$ cat config.mk
export PLATFORM = sky130hd
export DESIGN_NAME = uart_tx_ctrl_flat
export DESIGN_NICKNAME = d
export VERILOG_FILES = /design/src/rtl/uart_pkg.sv /design/src/rtl/uart_tx_ctrl_if.sv /design/src/rtl/uart_tx_ctrl.sv /design/src/flat_wrapper.sv
export SDC_FILE = /design/constraint.sdc
export NUM_CORES = 1
export LEC_CHECK = 0
export CAP_MARGIN = 0
export CORE_UTILIZATION = 50
export DETAILED_ROUTE_END_ITERATION = 8
export PLACE_DENSITY = 0.75
export SETUP_SLACK_MARGIN = 0.02
export SYNTH_ARGS = -nofsm -noshare
export SYNTH_HDL_FRONTEND = slang
export SYNTH_SLANG_ARGS = --single-unit
$ cat constraint.sdc
create_clock -name clk_i -period 2.5 [get_ports clk_i]
set_clock_uncertainty 0.15 [all_clocks]
set_input_delay 0.25 -clock clk_i [delete_from_list [all_inputs] [get_ports clk_i]]
set_output_delay 0.25 -clock clk_i [all_outputs]
set_load 0.1 [all_outputs]
$ cat src/rtl/uart_pkg.sv
// Shared UART definitions for the TX sequencer and the future RX block.
//   tx_state_e      : transmit sequencer states
//   parity_mode_e   : parity mode encoding (none / even / odd)
//   UART_OVERSAMPLE : default ticks per bit
//   calc_parity     : parity bit of a data word for a given mode
package uart_pkg;

  localparam int UART_OVERSAMPLE = 16;

  typedef enum logic [2:0] {
    IDLE,
    START,
    DATA,
    PARITY,
    STOP
  } tx_state_e;

  typedef enum logic [1:0] {
    PAR_NONE = 2'b00,
    PAR_EVEN = 2'b01,
    PAR_ODD  = 2'b10
  } parity_mode_e;

  // XOR of the data, inverted for odd parity. Narrow words are zero-extended.
  function automatic logic calc_parity(logic [7:0] d, parity_mode_e mode);
    return (^d) ^ (mode == PAR_ODD);
  endfunction

endpackage

$ cat src/rtl/uart_tx_ctrl_if.sv
// Byte handshake, frame config, tick strobe and serial/status outputs of the
// UART transmit sequencer.
//   master : the FIFO/baud side that supplies bytes, config and ticks
//   slave  : the transmit sequencer
interface uart_tx_ctrl_if #(
  parameter int DATA_BITS = 8
);
  logic                 tick_i;
  logic [DATA_BITS-1:0] data_i;
  logic                 valid_i;
  logic                 ready_o;
  logic                 parity_en_i;
  logic                 parity_odd_i;
  logic                 stop2_i;
  logic                 tx_o;
  logic                 busy_o;
  logic                 done_o;

  modport master (
    output tick_i, data_i, valid_i, parity_en_i, parity_odd_i, stop2_i,
    input  ready_o, tx_o, busy_o, done_o
  );

  modport slave (
    input  tick_i, data_i, valid_i, parity_en_i, parity_odd_i, stop2_i,
    output ready_o, tx_o, busy_o, done_o
  );
endinterface

$ cat src/rtl/uart_tx_ctrl.sv
// UART transmit sequencer: start bit, DATA_BITS data bits LSB first, optional
// parity, one or two stop bits. Bit timing is OVERSAMPLE ticks of tick_i.
//   clk_i, rst_i : clock, asynchronous active-high reset
//   bus          : slave side of uart_tx_ctrl_if (handshake, config, tx, status)
module uart_tx_ctrl
  import uart_pkg::*;
#(
  parameter int DATA_BITS  = 8,
  parameter int OVERSAMPLE = UART_OVERSAMPLE
) (
  input  logic           clk_i,
  input  logic           rst_i,
  uart_tx_ctrl_if.slave  bus
);

  localparam int TW = $clog2(OVERSAMPLE);
  localparam int BW = $clog2(DATA_BITS);
  localparam logic [TW-1:0] TLAST = TW'(OVERSAMPLE - 1);
  localparam logic [BW-1:0] BLAST = BW'(DATA_BITS - 1);

  tx_state_e            state, state_d;
  logic [DATA_BITS-1:0] shreg;
  logic [TW-1:0]        tcnt;
  logic [BW-1:0]        bcnt;
  parity_mode_e         par_mode_q;
  logic                 par_bit;
  logic                 stop2_q;
  logic                 done_q, done_d;
  logic                 xfer, bit_end;
  parity_mode_e         par_mode_in;

  assign xfer        = bus.valid_i && (state == IDLE);
  assign bit_end     = bus.tick_i && (state != IDLE) && (tcnt == TLAST);
  assign par_mode_in = !bus.parity_en_i ? PAR_NONE :
                       (bus.parity_odd_i ? PAR_ODD : PAR_EVEN);

  always_ff @(posedge clk_i or posedge rst_i) begin
    if (rst_i) begin
      state  <= IDLE;
      done_q <= 1'b0;
    end else begin
      state  <= state_d;
      done_q <= done_d;
    end
  end

  always_comb begin
    state_d = state;
    done_d  = 1'b0;
    unique case (state)
      IDLE:   if (xfer) state_d = START;
      START:  if (bit_end) state_d = DATA;
      DATA:   if (bit_end && bcnt == BLAST)
                state_d = (par_mode_q != PAR_NONE) ? PARITY : STOP;
      PARITY: if (bit_end) state_d = STOP;
      // bcnt is reused to count stop bits; it is zero on entry to STOP.
      STOP:   if (bit_end && (!stop2_q || bcnt == BW'(1))) begin
                state_d = IDLE;
                done_d  = 1'b1;
              end
      default: state_d = IDLE;
    endcase
  end

  always_ff @(posedge clk_i or posedge rst_i) begin
    if (rst_i) begin
      shreg      <= '0;
      tcnt       <= '0;
      bcnt       <= '0;
      par_mode_q <= PAR_NONE;
      par_bit    <= 1'b0;
      stop2_q    <= 1'b0;
    end else if (xfer) begin
      shreg      <= bus.data_i;
      tcnt       <= '0;
      bcnt       <= '0;
      par_mode_q <= par_mode_in;
      par_bit    <= calc_parity(8'(bus.data_i), par_mode_in);
      stop2_q    <= bus.stop2_i;
    end else if (bus.tick_i && state != IDLE) begin
      tcnt <= bit_end ? '0 : tcnt + TW'(1);
      if (bit_end) begin
        if (state == DATA) begin
          shreg <= shreg >> 1;
          bcnt  <= (bcnt == BLAST) ? '0 : bcnt + BW'(1);
        end else if (state == STOP) begin
          bcnt  <= bcnt + BW'(1);
        end
      end
    end
  end

  always_comb begin
    bus.tx_o = 1'b1;
    unique case (state)
      START:   bus.tx_o = 1'b0;
      DATA:    bus.tx_o = shreg[0];
      PARITY:  bus.tx_o = par_bit;
      default: bus.tx_o = 1'b1;
    endcase
  end

  assign bus.ready_o = (state == IDLE);
  assign bus.busy_o  = (state != IDLE);
  assign bus.done_o  = done_q;

endmodule

$ cat src/flat_wrapper.sv
// flat-port wrapper written by rule: the top's interface ports become plain ports
module uart_tx_ctrl_flat import uart_pkg::*;
#(
  parameter int DATA_BITS  = 8,
  parameter int OVERSAMPLE = UART_OVERSAMPLE
)
  (clk_i, rst_i, bus_tick_i, bus_data_i, bus_valid_i, bus_parity_en_i, bus_parity_odd_i, bus_stop2_i, bus_ready_o, bus_tx_o, bus_busy_o, bus_done_o);
  uart_tx_ctrl_if #(.DATA_BITS(DATA_BITS)) bus_i ();
  input  logic clk_i;
  input  logic rst_i;
  input wire logic [$bits(bus_i.tick_i)-1:0] bus_tick_i;
  input wire logic [$bits(bus_i.data_i)-1:0] bus_data_i;
  input wire logic [$bits(bus_i.valid_i)-1:0] bus_valid_i;
  input wire logic [$bits(bus_i.parity_en_i)-1:0] bus_parity_en_i;
  input wire logic [$bits(bus_i.parity_odd_i)-1:0] bus_parity_odd_i;
  input wire logic [$bits(bus_i.stop2_i)-1:0] bus_stop2_i;
  output wire logic [$bits(bus_i.ready_o)-1:0] bus_ready_o;
  output wire logic [$bits(bus_i.tx_o)-1:0] bus_tx_o;
  output wire logic [$bits(bus_i.busy_o)-1:0] bus_busy_o;
  output wire logic [$bits(bus_i.done_o)-1:0] bus_done_o;
  assign bus_i.tick_i = bus_tick_i;
  assign bus_i.data_i = bus_data_i;
  assign bus_i.valid_i = bus_valid_i;
  assign bus_i.parity_en_i = bus_parity_en_i;
  assign bus_i.parity_odd_i = bus_parity_odd_i;
  assign bus_i.stop2_i = bus_stop2_i;
  assign bus_ready_o = bus_i.ready_o;
  assign bus_tx_o = bus_i.tx_o;
  assign bus_busy_o = bus_i.busy_o;
  assign bus_done_o = bus_i.done_o;
  uart_tx_ctrl #(.DATA_BITS(DATA_BITS), .OVERSAMPLE(OVERSAMPLE)) u_core (.clk_i(clk_i), .rst_i(rst_i), .bus(bus_i));
endmodule
==> impl_metrics.yaml, run 1 <==
cts:
  clock_path_buffers: 2
  htreeDepth: 1
  cts_tree: "built"
  cts_hold_buf: 0
  root_buffer: "clkbuf_4"
  clkSinkCount: 23
  post_cts_resized: 0
  clk_pin_slew_ns: 0.13
  cts_setup_buffers: 0
  clock_latency_ns: 0.31
  cts_buffers: 3
final_layout:
  register_area_sq_um: 576
  drive_gt1_share_pct: 19.6
  n_antenna_cell: 0
  instances_no_fill: 183
  area_growth_pct: 17.8
  final_nets: 173
  fillers: 216
  multi_input_area_sq_um: 749
  design_area_sq_um: 1650
synthesis:
  syn_inst: 133
  ys_ff_latch: 23
  post_synth.cell_area_avg_sq_um: 10.5
  synthDistinctLibCells: 41
  synth_top_family_by_area: "multiplexers"
  syn_area_sq_um: 1400
  synthMuxAreaShare_pct: 15.1
  synthSimpleGateAreaFrac_pct: 13.9
  synth-xor-area-share_pct: 5.99
  synth_edf_count: 0
  yosys_warnings: 0
  synth_flop_cell: "dfrtp_1"
  synth_compound_area_share_pct: 14.2
  seq_area_frac_synth_pct: 41.1
  syn-num-nets: 152
  synthArstFlopShare_pct: 100
  synthAdderAreaFrac_pct: 3.58
worst_setup_path:
  end_kind: "primary output"
  worstPathArrival_ns: 1.62
  worstRegToRegCells: 6
  crit_fanout: 18
  crit_path_max_incr_delay_ns: 0.40
  path_delay_family: "simple AND/OR/NAND/NOR gates"
  cp_data_required_time_ns: 2.10
  ff2ff_setup_slack_ns: 0.52
  crit_chain: "buf_4 > nor2_1 > a22oi_1 > or2_2 > buf_12"
  critPathLaunch: "u_core.state[0]"
  critical_path_depth: 5
  worst_path_max_delay_cell: "dfrtp_1"
  criticalPathCategory: "flop to primary output"
  endpoint: "bus_tx_o"
  reg2reg_from: "u_core.tcnt[0]"
  start_kind: "flop"
  path_buf_inv: 2
  timing.rr.end: "u_core.shreg[5]"
global_routing:
  antenna_found_initial: 0
  grt.total_usage_pct: 21.3
  grt_pass1_vias: 1041
  grt_pass1_wl_microns: 4490
  grt_max_degree: 24
  overflow: 0
drt:
  drtIter0Drc: 15
  ant_nets: 0
  drtPass1Iterations: 4
  drc: 0
  finalWirelength_microns: 2680
  vias: 1038
  wl_per_cell_microns: 14.6
  vias_per_cell: 5.67
place:
  gp_congestion: 0.812
  portBuffers: 18
  hpwl_microns: 1900
  placed_area_sq_um: 1620
  placed_cells: 179
floorplan:
  die_area_sq_um: 3010
  fp.dieW_microns: 54.9
  initial_core_util_pct: 54.5
  die_h_microns: 54.9
  rows: 18
  core_sq_um: 2570
  ios: 19
sta:
  hold_viol: 0
  drv_slew: 0
  fmax_mhz: 496
  slew_headroom_pct: 74.4
  worst_pin_slew_ns: 0.380
  worst_hold_slack_ns: 0.109
  fin_crit_ns: 2.02
  fin_crit_sh_pct: 80.7
  rsz0062_at_grt: "no"
  setup_violations: 0
power_and_ir_drop:
  total_power_mw: 1.46
  p_leak_nw: 0.760
  pwr_density_cell_nw_per_um2: 885
  ir_worst_vdd_mv: 0.758
run:
  maxCapViolCount: 0
worst_hold_path:
  hold_class: "input port to async pin"
status:
  status: "finished, final reports clean"
final cells by class:
cell class              count  share of cell area, %
flip-flops and latches     23                   34.9
inverters                   8                   1.82
multi-input cells          94                   45.5
clock buffers               3                   1.37
well taps                  30                   2.28
repair buffers             24                   13.8
clock inverters             1                  0.304
cells in the final DEF, fill, tap and decap left out, types with 2 or more instances in the layout:
cell             instances
clkbuf_4                 3
xnor2_1                  5
nor2_1                   6
nand2b_1                 4
ha_1                     4
a21oi_1                  5
a22o_1                   2
xor2_1                   2
mux2_4                  12
a31oi_1                  3
buf_4                    9
mux2i_1                  2
o21ai_0                 10
inv_1                    8
and4_1                   2
nand2_1                 14
dfrtp_1                 23
clkdlybuf4s50_1         14
nor3_4                   2
worst min-delay path by stage:
stage | from | end | slack (ns) | cells after the start
floorplan | rst_i | u_core.bcnt[0] | 0.10 | 1
global placement | u_core.par_bit | u_core.par_bit | 0.31 | 2
detailed placement | u_core.par_mode_q[0] | u_core.par_mode_q[0] | 0.32 | 2
CTS | rst_i | u_core.state[0] | 0.11 | 3
global route | rst_i | u_core.state[0] | 0.15 | 3
finish | rst_i | u_core.tcnt[1] | 0.11 | 3
logic make-up (layout without fill, tap and decap cells):
| kind of cell | after synthesis | in the layout |
|---|---|---|
| XOR/XNOR | 8 | 8 |
| AND/OR/NAND/NOR | 36 | 36 |
| multiplexers | 15 | 15 |
| AO/OA/AOI/OAI | 31 | 31 |
| adder cells (fa/ha/maj) | 4 | 4 |
| flip-flops | 23 | 23 |
| buffers and inverters | 16 | 36 |
flip-flops by register name, summed over array words and instances (netlist names):
name,cells
u_core.bcnt,3
u_core.par_mode_q,2
u_core.stop2_q,1
u_core.tcnt,4
u_core.shreg,8
u_core.par_bit,1
u_core.state,3
u_core.bus.done_o,1
metal layers:
layer / up-vias / track usage (%) / part of all wire, %
met5: - / 0 / 0
met2: 21 / 38.4 / 50
met4: 0 / 9.58 / 1.4
met3: 4 / 3.01 / 3.0
li1: 513 / - / -
met1: 500 / 24.8 / 45
tightest hold or removal path, stage by stage:
cell	delay, ns
clkdlybuf4s50_1	0.39
inv_1	0.05
buf_4	0.28
synth_stat cells, types with 2 or more instances:
cell / number / area, sq um
ha_1: 4 / 50.1
clkbuf_1: 2 / 7.51
buf_2: 2 / 10.0
xor2_1: 2 / 17.5
a22o_1: 2 / 17.5
buf_6: 3 / 33.8
nand2b_1: 4 / 25.0
dfrtp_1: 23 / 576
and4_1: 2 / 17.5
mux2i_1: 2 / 20.0
nor2_1: 6 / 22.5
inv_1: 8 / 30.0
o21ai_0: 10 / 50.1
nor3_1: 2 / 10.0
mux2_4: 12 / 180
nand2_1: 14 / 52.6
a21oi_1: 5 / 25.0
a31oi_1: 3 / 18.8
xnor2_1: 5 / 43.8
power breakdown:
part | internal, mW | switching [mW] | leakage [nW]
Sequential | 0.509 | 0.0955 | 0.281
Clock | 0.0598 | 0.116 | 0.0177
Combinational | 0.337 | 0.342 | 0.461
Total | 0.905 | 0.553 | 0.760
stage by stage:
| step | setup WS [ns] | TNS (ns) | util [%] |
|---|---|---|---|
| 2_1_floorplan | -0.0484 | -0.0484 | - |
| 3_3_place_gp | 0.255 | 0 | 63.1 |
| 3_5_place_dp | 0.201 | 0 | 63.1 |
| 4_1_cts | 0.455 | 0 | 64.2 |
| 5_1_grt | 0.400 | 0 | 64.2 |
| 6_report | 0.483 | 0 | 64.2 |
Note: power is estimated with default switching activity, not from simulation.
==> run 2: changes to the inputs <==
CORE_UTILIZATION = 49   (was 50)
PLACE_DENSITY = 0.76   (was 0.75)
clock period = 1.8 ns   (was 2.5 ns; I/O delays follow)
==> impl_metrics.yaml, run 2 (same netlist as run 1, synthesis figures left out) <==
global_routing:
  grt_pass1_vias: 1090
  grt_use_met3_pct: 3.28
  grt_pass1_wl_microns: 4950
  grt_max_degree: 24
  top_usage_layer: "met2"
  grt_util_met2_pct: 32.7
  overflow: 0
  grt.total_usage_pct: 20.5
  antenna_found_initial: 0
  use_met1_pct: 28.8
sta:
  worst_hold_slack_ns: 0.0256
  drv_slew: 0
  worst_pin_slew_ns: 0.351
  fin_crit_ns: 1.90
  fin_crit_sh_pct: 106
  slew_headroom_pct: 76.3
  rsz0062_at_grt: "yes"
  fmax_mhz: 526
  hold_viol: 0
  setup_violations: 9
  layout_setup_ws_ns: -0.102
drt:
  vias_per_cell: 5.61
  drtIter0Drc: 40
  drc: 0
  vias: 1128
  wl_per_cell_microns: 14.7
  drtPass1Iterations: 4
  finalWirelength_microns: 2950
  ant_nets: 0
cts:
  clkSinkCount: 23
  clock_path_buffers: 2
  cts_hold_buf: 0
  root_buffer: "clkbuf_4"
  cts_tree: "built"
  clock_latency_ns: 0.32
  clk_pin_slew_ns: 0.13
  cts_buffers: 3
  htreeDepth: 1
final_layout:
  final_cell_mix: "dfrtp_1 (23), buf_4 (17), nand2_1 (14), clkdlybuf4s50_1 (14), mux2_4 (13)"
  top_regs: "u_core.shreg x8, u_core.tcnt x4"
  regMostFlops: "u_core.shreg"
  mostFrequentLayoutCell: "dfrtp_1"
  final_nets: 190
  area_growth_pct: 34.1
  postLayoutCoreUtil_pct: 68.6
  n_antenna_cell: 0
  drive_gt1_share_pct: 29.4
  largest_register_ffs: 8
floorplan:
  core_sq_um: 2730
  rows: 19
  initial_core_util_pct: 51.2
  die_h_microns: 55.4
  fp.dieW_microns: 55.4
  ios: 19
  die_area_sq_um: 3070
power_and_ir_drop:
  p_clk_share_pct: 11.2
  p_comb_share_pct: 51.7
  ir_worst_vdd_mv: 1.10
  p_int_mw: 1.42
  p_sw_share_pct: 36.6
  power_switching_uw: 819
  p_leak_nw: 0.873
  p_seq_share_pct: 37.1
  pwr_density_cell_nw_per_um2: 1190
worst_setup_path:
  path_delay_family: "simple AND/OR/NAND/NOR gates"
  worst_path_max_delay_cell: "or4b_4"
  crit_fanout: 3
  criticalPathCategory: "flop to flop"
  ff2ff_setup_slack_ns: -0.10
  start_kind: "flop"
  worstPathArrival_ns: 2.01
  reg2reg_from: "u_core.state[1]"
  worstRegToRegCells: 5
  crit_path_max_incr_delay_ns: 0.56
  timing.rr.end: "u_core.state[0]"
  end_kind: "flop"
  cp_data_required_time_ns: 1.91
  crit_chain: "buf_6 > or4b_4 > o21a_1 > a211o_1 > a21oi_1"
  path_buf_inv: 1
place:
  portBuffers: 18
  dp_slack_ns: -0.309
  hpwl_microns: 1920
  gp_congestion: 0.837
worst_hold_path:
  hold_class: "input port to async pin"
status:
  violations: "negative setup slack"
  status: "finished with violations"
run:
  maxCapViolCount: 0
[run 2: cell types whose count changed in the layout (fill, tap and decap cells not counted), sizes merged]
cell,change
clkbuf,+1
clkinv,-1
or4b,+1
buf,+16
[run 2: worst max path at each step]
stage	from	to	slack [ns]	depth (start not counted)
finish	u_core.state[1]	u_core.state[0]	-0.10	5
global route	u_core.state[0]	bus_tx_o	-0.14	5
CTS	u_core.state[0]	u_core.shreg[1]	-0.07	3
detailed placement	bus_valid_i	u_core.shreg[1]	-0.31	4
global placement	bus_valid_i	u_core.shreg[0]	-0.30	4
floorplan	u_core.state[2]	bus_busy_o	-0.59	3
[run 2: routing by layer]
layer  routed length (microns)  up-vias
met1                      1370      550
met3                       102        5
met4                        38        0
met5                         0        -
li1                          -      547
met2                      1440       26
[run 2: per-stage QoR]
stage	instances	cell area (sq um)	TNS, ns	total power [mW]
2_1_floorplan	133	1430	-2.42	1.60
3_3_place_gp	187	1730	-2.46	1.87
3_5_place_dp	187	1730	-2.52	1.91
4_1_cts	196	1820	-0.485	2.21
5_1_grt	201	1880	-1.15	2.38
6_report	201	1880	-0.696	2.24
[run 2: power groups by stage]
stage / sequential, mW / combinational, mW / clock, mW
after floorplan: 0.810 / 0.793 / 0
after global placement: 0.825 / 1.04 / 0
after detailed placement: 0.829 / 1.08 / 0
after CTS: 0.828 / 1.13 / 0.250
after global routing: 0.852 / 1.24 / 0.279
final: 0.830 / 1.16 / 0.251
[run 2: area by class of cell]
cell class | count | area, sq um
Timing Repair Buffer | 40 | 417
Fill cell | 200 | 858
Sequential cell | 23 | 576
Multi-Input combinational cell | 95 | 788
Inverter | 8 | 30.0
Tap cell | 31 | 38.8
Clock buffer | 4 | 26.3
[run 2: worst min-delay path, cell delays in order]
cell and delay [ns]:
clkdlybuf4s50_1 0.39, inv_1 0.05, buf_4 0.28
[run 2: timing repair]
| item | 4_1_cts | 5_1_grt |
|---|---|---|
| buffers inserted | 4 | 5 |
| gates resized for setup | 7 | 3 |
| pin swaps | 4 | 5 |
| setup endpoints to repair | 10 | 13 |
| cloned | 1 | 0 |
